### src/rtl/calc_ctrl_p.sv
// Keypad-driven sign-magnitude calculator controller (add/sub/mul/negate).
// Define CALC_CHAIN_EN to let an operator after a result reuse that result.
module calc_ctrl_p #(
   parameter int W = 16
) (
   input  logic         clk,
   input  logic         nRST,
   input  logic         key_valid,
   input  logic [3:0]   key_digit,
   input  logic         op_valid,
   input  logic [2:0]   op_code,
   input  logic         equal_input,
   input  logic         clear_input,
   output logic         key_read,
   output logic         busy,
   output logic         complete,
   output logic         overflow,
   output logic [W-1:0] display_output
);
   localparam int M  = W - 1;
   localparam int CW = $clog2(W);

   typedef enum logic [1:0] {OP1, OP2, EXEC, DONE} state_t;
   typedef enum logic [1:0] {F_ADD, F_SUB, F_MUL} fn_t;

   state_t         state;
   fn_t            fn;
   fn_t            op_fn;
   logic [W-1:0]   op1, op2;
   logic [2*M-1:0] acc, mcand;
   logic [M-1:0]   mplier;
   logic [CW-1:0]  cnt;

   logic           is_dig, is_op, op_neg;
   logic           ev_clr, ev_eq, ev_op, ev_dig;
   logic [W-1:0]   cur, cur_neg, cur_dig;
   logic [M+3:0]   ext;
   logic           dig_ovf;
   logic           s2, add_sign, add_ovf, mul_ovf, mul_sign;
   logic [M:0]     add_mag;
   logic [W-1:0]   add_res, mul_res, chain_op1;

   always_comb begin
      is_dig = key_valid && (key_digit <= 4'd9);
      is_op  = op_valid && (op_code >= 3'd1) && (op_code <= 3'd4);
      op_neg = (op_code == 3'd1);
      ev_clr = clear_input;
      ev_eq  = !ev_clr && equal_input && (state == OP2);
      // negate has no operand to act on once a result is shown
      ev_op  = !ev_clr && !ev_eq && is_op && (state != EXEC)
               && !(op_neg && state == DONE);
      ev_dig = !ev_clr && !ev_eq && !ev_op && is_dig
               && (state != EXEC);

      case (op_code)
         3'd3:    op_fn = F_SUB;
         3'd4:    op_fn = F_MUL;
         default: op_fn = F_ADD;
      endcase

      cur     = (state == OP2) ? op2 : op1;
      cur_neg = (cur[M-1:0] == '0) ? '0
                : {~cur[W-1], cur[M-1:0]};
      ext     = ({4'd0, cur[M-1:0]} << 3)
              + ({4'd0, cur[M-1:0]} << 1)
              + (M+4)'(key_digit);
      dig_ovf = ext > {4'd0, {M{1'b1}}};
      cur_dig = {cur[W-1], ext[M-1:0]};

      s2 = op2[W-1] ^ (fn == F_SUB);
      if (op1[W-1] == s2) begin
         add_mag  = {1'b0, op1[M-1:0]} + {1'b0, op2[M-1:0]};
         add_sign = s2;
      end else if (op1[M-1:0] >= op2[M-1:0]) begin
         add_mag  = {1'b0, op1[M-1:0]} - {1'b0, op2[M-1:0]};
         add_sign = op1[W-1];
      end else begin
         add_mag  = {1'b0, op2[M-1:0]} - {1'b0, op1[M-1:0]};
         add_sign = s2;
      end
      add_ovf = add_mag[M];
      add_res = add_ovf ? {add_sign, {M{1'b1}}}
              : (add_mag == '0) ? '0
              : {add_sign, add_mag[M-1:0]};

      mul_sign = op1[W-1] ^ op2[W-1];
      mul_ovf  = |acc[2*M-1:M];
      mul_res  = mul_ovf ? {mul_sign, {M{1'b1}}}
               : (acc == '0) ? '0
               : {mul_sign, acc[M-1:0]};

`ifdef CALC_CHAIN_EN
      chain_op1 = display_output;
`else
      chain_op1 = '0;
`endif
   end

   always_ff @(posedge clk or negedge nRST) begin
      if (!nRST) begin
         state          <= OP1;
         fn             <= F_ADD;
         op1            <= '0;
         op2            <= '0;
         acc            <= '0;
         mcand          <= '0;
         mplier         <= '0;
         cnt            <= '0;
         key_read       <= 1'b0;
         busy           <= 1'b0;
         complete       <= 1'b0;
         overflow       <= 1'b0;
         display_output <= '0;
      end else begin
         key_read <= ev_clr | ev_eq | ev_op | ev_dig;
         unique case (1'b1)
            ev_clr: begin
               state          <= OP1;
               fn             <= F_ADD;
               op1            <= '0;
               op2            <= '0;
               acc            <= '0;
               mcand          <= '0;
               mplier         <= '0;
               cnt            <= '0;
               busy           <= 1'b0;
               complete       <= 1'b0;
               overflow       <= 1'b0;
               display_output <= '0;
            end
            ev_eq: begin
               state  <= EXEC;
               busy   <= 1'b1;
               acc    <= '0;
               mcand  <= (2*M)'(op1[M-1:0]);
               mplier <= op2[M-1:0];
               cnt    <= '0;
            end
            ev_op: begin
               if (op_neg) begin
                  if (state == OP2) op2 <= cur_neg;
                  else              op1 <= cur_neg;
                  display_output <= cur_neg;
               end else begin
                  fn <= op_fn;
                  if (state != OP2) begin
                     state          <= OP2;
                     op2            <= '0;
                     display_output <= '0;
                  end
                  if (state == DONE) begin
                     op1      <= chain_op1;
                     complete <= 1'b0;
                     overflow <= 1'b0;
                  end
               end
            end
            ev_dig: begin
               if (state == DONE) begin
                  state          <= OP1;
                  op1            <= {{(W-4){1'b0}}, key_digit};
                  op2            <= '0;
                  display_output <= {{(W-4){1'b0}}, key_digit};
                  complete       <= 1'b0;
                  overflow       <= 1'b0;
               end else if (dig_ovf) begin
                  overflow <= 1'b1;
               end else begin
                  if (state == OP2) op2 <= cur_dig;
                  else              op1 <= cur_dig;
                  display_output <= cur_dig;
               end
            end
            default: begin
               if (state == EXEC) begin
                  if (fn != F_MUL) begin
                     state          <= DONE;
                     busy           <= 1'b0;
                     complete       <= 1'b1;
                     overflow       <= add_ovf;
                     display_output <= add_res;
                  end else if (cnt == CW'(M)) begin
                     state          <= DONE;
                     busy           <= 1'b0;
                     complete       <= 1'b1;
                     overflow       <= mul_ovf;
                     display_output <= mul_res;
                  end else begin
                     if (mplier[0]) acc <= acc + mcand;
                     mcand  <= mcand << 1;
                     mplier <= mplier >> 1;
                     cnt    <= cnt + 1'b1;
                  end
               end
            end
         endcase
      end
   end
endmodule
### config.mk
export PLATFORM = sky130hd
export DESIGN_NAME = calc_ctrl_p
export DESIGN_NICKNAME = d
export VERILOG_FILES = /design/src/rtl/calc_ctrl_p.sv
export SDC_FILE = /design/constraint.sdc
export NUM_CORES = 1
export LEC_CHECK = 0
export BUFFER_PORTS_ARGS = -buffer_cell sky130_fd_sc_hd__buf_4
export CORE_ASPECT_RATIO = 0.6
export CORE_UTILIZATION = 40
export CTS_CLUSTER_SIZE = 20
export DETAILED_ROUTE_END_ITERATION = 16
export GPL_TIMING_DRIVEN = 0
export SLEW_MARGIN = 20
export SYNTH_ARGS = -nofsm -noshare
export SYNTH_HDL_FRONTEND = slang
export SYNTH_SLANG_ARGS = --single-unit
### constraint.sdc
create_clock -name clk -period 6.1 [get_ports clk]
set_input_delay 0.61 -clock clk [delete_from_list [all_inputs] [get_ports clk]]
set_output_delay 0.61 -clock clk [all_outputs]
set_load 0.005 [all_outputs]
==> Word level (Yosys, flattened, before mapping) <==
Cells that the tools add are included.
{ "word_totals": {"register_bits": 135, "latch_bits": 0, "mem_bits_rw": 0, "rom_bits": 0, "in_bits": 13, "out_inout_bits": 20, "elab_cells": 181, "memories": 0} }
{ "op_classes": {"addsub": 7, "mul": 0, "n_div": 0, "order_cmp": 5, "eq_ne": 28, "shifts": 0, "mux": 76, "n_bitwise": 8, "reduce_logical": 44} }
{ "op_table": {"columns": ["cell", "count"], "rows": [
  ["16-bit 2-to-1 mux", 26],
  ["30-bit 2-to-1 mux", 7],
  ["16-bit case mux with 3 select lines", 2],
  ["30-bit case mux with 3 select lines", 1],
  ["16-bit case mux with 4 select lines", 1],
  ["30-bit case mux with 2 select lines", 1],
  ["15-bit 2-to-1 mux", 3],
  ["15-bit case mux with 3 select lines", 1],
  ["15-bit by 15-bit subtractor with 16-bit output", 2],
  ["30-bit adder", 1],
  ["30-bit logical NOT", 1],
  ["5-bit AND reduction", 5],
  ["18-bit by 16-bit adder with 19-bit output", 1],
  ["19-bit by 4-bit adder with 19-bit output", 1],
  ["19-bit by 15-bit greater-than comparator with 1-bit output (second input constant)", 1],
  ["1-bit 2-to-1 mux", 17],
  ["15-bit by 15-bit adder with 16-bit output", 1],
  ["16-bit logical NOT", 1],
  ["15-bit greater-or-equal comparator", 1],
  ["15-bit logical NOT", 1],
  ["3-bit by 2-bit inequality test with 1-bit output (second input constant)", 5],
  ["15-bit OR reduction", 1],
  ["2-bit 2-to-1 mux", 7],
  ["1-bit logical AND", 13],
  ["other kinds (35)", 67]
]} }

==> Logic depth before layout (Yosys ltp) <==
{ "depth": {"depth_word": 15, "mapped_depth": 22, "depth_no_buf": 18} }

==> Worst setup path before layout <==
Ideal clock, no wire load.
{ "synth_path": {"path_type": "register to register", "startpoint": "register state[1]", "endpoint": "register op1[11]", "setup_time_ns": 0.125, "arrival_time_ns": 4.396, "t_required_ns": 5.975, "path_slack_ns": 1.579, "stages_incl_launch_ff": 19, "period_less_slack_ns": 4.521, "cell_sequence": "dfrtp_1 -> nand2b_1 -> buf_2 -> clkbuf_1 -> a21oi_1 -> inv_1 -> fa_1 -> inv_1 -> fa_1 -> nand2b_1 -> a21oi_1 -> o211a_1 -> nor3_1 -> o31ai_1 -> xnor2_1 -> a31oi_1 -> nor3_2 -> buf_4 -> mux2_2"} }
{ "synth_via": {"elab_chain_len": 13, "word_cells_on_any_way": 33, "cone_classes": "add/sub: 2; order compare: 1; eq/ne: 7; mux: 8; reduce/logical: 15"} }
{ "synth_rtl": {"columns": ["item", "line", "text"], "rows": [
  ["start: declaration", "26", "state_t state;"],
  ["start signal: assignment", "101", "state <= OP1;"],
  ["start signal: assignment", "118", "state <= OP1;"],
  ["start signal: assignment", "132", "state <= EXEC;"],
  ["parallel branches: the longest is 13 deep, another holds 18-bit by 16-bit adder with 19-bit output", null, null],
  ["end signal: assignment", "142", "else op1 <= cur_neg;"],
  ["end signal: assignment", "152", "op1 <= chain_op1;"],
  ["end signal: assignment", "161", "op1 <= {{(W-4){1'b0}}, key_digit};"],
  ["end: declaration", "29", "logic [W-1:0] op1, op2;"]
]} }
Parallel ways; which one is timed is not known. The select of a mux whose other input is x is not followed.
A chain may end at the register's enable or synchronous reset.

==> Worst setup path after layout <==
{ "layout_path": {"startpoint": "register state[0]", "endpoint": "register display_output[2]"} }
{ "layout_via": {"elab_chain_len": 13, "word_cells_on_any_way": 33, "cone_classes": "add/sub: 2; order compare: 1; eq/ne: 7; mux: 6; bitwise: 1; reduce/logical: 16"} }
{ "layout_rtl": {"columns": ["item", "line", "text"], "rows": [
  ["parallel branches: the longest is 13 deep, another holds 18-bit by 16-bit adder with 19-bit output", null, null],
  ["end signal: assignment", "143", "display_output <= cur_neg;"],
  ["end signal: assignment", "163", "display_output <= {{(W-4){1'b0}}, key_digit};"],
  ["end signal: assignment", "171", "display_output <= cur_dig;"],
  ["end: declaration", "18", "output logic [W-1:0] display_output"]
]} }
Parallel ways; which one is timed is not known. The select of a mux whose other input is x is not followed.

==> flow_metrics.py <==
metrics = {
    "outcome": {
        "status": "finished clean",
    },
    "grt": {
        "grt_pass1_wl_mm": 61.6,
        "grt_max_degree": 85,
        "grt_usage": 0.292,
        "first_global_vias": 10060,
        "antenna_found_initial": 0,
        "gr-total-overflow": 0,
    },
    "placement": {
        "io_buffers": 32,
        "place_inst": 1759,
        "hpwl_mm": 32.1,
        "gp_congestion": 1.01,
    },
    "logic_synthesis": {
        "synth_nets": 1489,
        "seq_area_frac_synth": 0.305,
        "ys_warn_count": 0,
        "synth_top_cell_by_area": "dfrtp_1",
        "synth.distinct_cells": 85,
        "synth-async-reset-ratio": 1.00,
        "syn_inst": 1366,
        "synth_seq_cells": 135,
        "synth.area.top_cells": "dfrtp_1 30%, ha_1 12%, nand2_1 6.5%",
        "synth_edf_count": 0,
        "syn_area_um2": 11100,
        "yosysTopAreaCellShare": 0.305,
        "ys.flop_type": "dfrtp_1",
        "synth.avg_cell_area_um2": 8.12,
    },
    "clocking": {
        "root_buffer": "clkbuf_16",
        "h-tree-depth": 4,
        "cts.sinks": 135,
        "clockBufferDepth": 2,
        "postCtsSetupBuffers": 0,
        "clkTransAtPathRegs_ns": 0.07,
        "cts_made_buffers": 17,
        "cts_tree": "yes",
        "clkLatencyLatePin_ns": 0.44,
    },
    "die": {
        "rows": 46,
        "core_area_um2": 26800,
        "start_util": 0.413,
        "io_pins": 33,
        "die_y_um": 131,
        "die_w_um": 217,
        "dieArea_um2": 28400,
    },
    "timing": {
        "slew-limit-headroom": 0.234,
        "finalHoldViolations": 0,
        "worstMarginPinSlew_ns": 1.15,
        "hold_slack_ns": 0.0864,
        "finalCritPeriodShare": 0.959,
        "period_minus_slack_ns": 5.85,
        "fin_skew_ns": 0.0103,
        "setup_violations": 0,
        "final_max_slew_viol_count": 0,
        "fmax_ghz": 0.171,
        "setup-tns-final_ns": 0,
        "rsz0062_at_grt": "false",
    },
    "drt": {
        "ant_nets": 0,
        "drt_first_pass_iters": 5,
        "vias": 10830,
        "wire_per_inst_um": 22.4,
        "avgViaCountPerCell": 6.05,
        "drc": 0,
        "drt_wl_total_mm": 40.2,
        "drt-initial-drc-count": 1264,
        "dr_wl_met2_mm": 14.2,
        "wl_met1_mm": 20.4,
        "wl_met3_mm": 5.11,
        "top_layer": "met4",
    },
    "power": {
        "totalPowerFinal_mw": 5.16,
        "ir_drop_mv": 0.188,
        "power_per_cell_area_nw_per_um2": 415,
        "leakage_nw": 5.69,
    },
    "critical_path": {
        "crit_buf_inv": 5,
        "cp_common_cell": "buf_2",
        "cp.required_ns": 6.43,
        "crit_fanout": 10,
        "worstPathArrival_ns": 6.18,
        "worstPathCellList": "nand2b_1 > buf_2 > clkbuf_1 > o21ai_0 > fa_1 > inv_1 > fa_1 > nand2b_1 > a21oi_1 > o211a_1 > nor3_1 > o31ai_1 > xnor2_1 > a31oi_2 > a211o_1 > buf_2 > buf_2 > a21oi_1 > a21o_1",
        "max_stage_delay_ns": 0.66,
        "worst_setup_path_end_kind": "flop",
        "crit_type": "flop to flop",
        "cpLargestDelayFamily": "compound AO/OA/AOI/OAI gates",
        "critPathLaunchType": "flop",
        "slowest_stage": "fa_1",
    },
    "final_layout": {
        "register_area_um2": 3380,
        "final_cell_count_no_fill": 1791,
        "syn_to_final_growth_pct": 12.2,
        "drive_gt1_frac": 0.0860,
        "final_nets": 1541,
        "fillCellCount": 2688,
        "antenna_cells": 0,
        "multi_input_area_um2": 7130,
        "fin_util": 0.464,
    },
    "min_path": {
        "hold_path_class": "input port to async pin",
    },
    "job": {
        "max_cap_viol_count": 0,
    },
}
## sequential cells by signal, summed over array words and instances, names as in the netlist, 4 cells and up
signal	cells
cnt	4
mcand	30
display_output	16
op2	16
mplier	15
acc	30
op1	16
## kinds of logic after synthesis
kind of cell               count (synthesis)  share of synthesized area
AOI/OAI and AO/OA                        421                      0.252
xor gates and xnor gates                  50                     0.0395
adders and majority gates                110                      0.128
buffers and inverters                    144                     0.0528
DFF                                      135                      0.305
muxes                                     24                     0.0235
and+or+nand+nor                          482                      0.199
## power by group
part,total [mW],internal [mW],switching [mW]
logic,2.75,0.985,1.77
clock network,1.11,0.654,0.457
registers,1.30,1.06,0.236
## Yosys cell counts, drive strengths merged, types with 4 or more instances
cell type,number
nand2,193
dfrtp,135
a21oi,133
nor2,133
ha,104
inv,76
o21ai,76
clkbuf,48
xnor2,37
a21o,31
a311oi,30
nor3,29
nand2b,26
buf,20
nand3,18
a31oi,16
mux2,16
or3,15
a211oi,14
o22ai,14
nor2b,13
xor2,13
o21a,12
nor4,11
and2,10
nand4,10
mux2i,8
o21bai,8
o221ai,8
o31ai,8
a2111oi,6
a22oi,6
and3,6
fa,6
or2,6
o221a,5
o31a,5
o32ai,5
a211o,4
a221oi,4
o211ai,4
o22a,4
o41ai,4
or4,4
## metal layers
metal  global-route usage  vias to the layer above
li1                     -                     5017
met2                0.357                      533
met4               0.0584                        0
met5                    0                        -
met1                0.450                     5247
met3                0.131                       33
## placed cells by master, fill, tap and decap left out, types with 6 or more instances in the layout
master / count
a21o_1: 31
o22ai_1: 14
xnor2_1: 37
a31oi_1: 15
a2111oi_0: 6
xor2_1: 13
nand4_1: 10
buf_4: 33
nor2_1: 133
mux2i_1: 8
o21bai_1: 8
nand2b_1: 26
a311oi_1: 30
clkbuf_1: 47
and2_1: 9
a211oi_1: 14
nand3_1: 18
or3_1: 14
a22oi_1: 6
nand2_1: 193
clkbuf_16: 17
mux2_2: 16
nor4_1: 10
ha_1: 104
dfrtp_1: 135
buf_2: 12
nor2b_1: 13
o221ai_1: 8
nor3_1: 27
o21ai_1: 7
o21a_1: 12
a21oi_1: 131
o31ai_1: 7
o21ai_0: 69
fa_1: 6
inv_1: 76
## through the flow
stage / area, um2 / setup slack [ns]
finish: 12400 / 0.248
global route: 12400 / 0.0504
detailed placement: 11800 / 0.228
global placement: 11800 / 0.339
floorplan: 11100 / 1.58
CTS: 12400 / 0.210
## final cells by class
cell class | count | share of cell area
Sequential cell | 135 | 0.272
Inverter | 76 | 0.0229
Buffer | 68 | 0.0242
Tap cell | 360 | 0.0362
Clock buffer | 17 | 0.0342
Clock inverter | 15 | 0.0156
Multi-Input combinational cell | 1087 | 0.573
Timing Repair Buffer | 33 | 0.0221
## timing repair
action                                  in CTS  in global routing
gates resized for setup                      0                  3
hold buffers                                 0                  0
endpoints found under the setup margin       0                  9
## path summary, 6_finish.rpt
path                                          startpoint                             to  slack, ns  cells after the start
max reg2reg                         state[0]$_DFFE_PN0P_  display_output[2]$_DFFE_PN0P_       0.25                     19
min                                                 nRST             acc[5]$_DFFE_PN0P_       0.09                      1
min reg2reg                display_output[2]$_DFFE_PN0P_  display_output[2]$_DFFE_PN0P_       0.48                      1
max in group asynchronous                           nRST          mcand[26]$_DFFE_PN0P_       5.20                      2
min in group clk                              op_code[1]              fn[1]$_DFFE_PN0P_       0.39                      2
max                                 state[0]$_DFFE_PN0P_  display_output[2]$_DFFE_PN0P_       0.25                     19
Note: power is estimated with default switching activity, not from simulation.
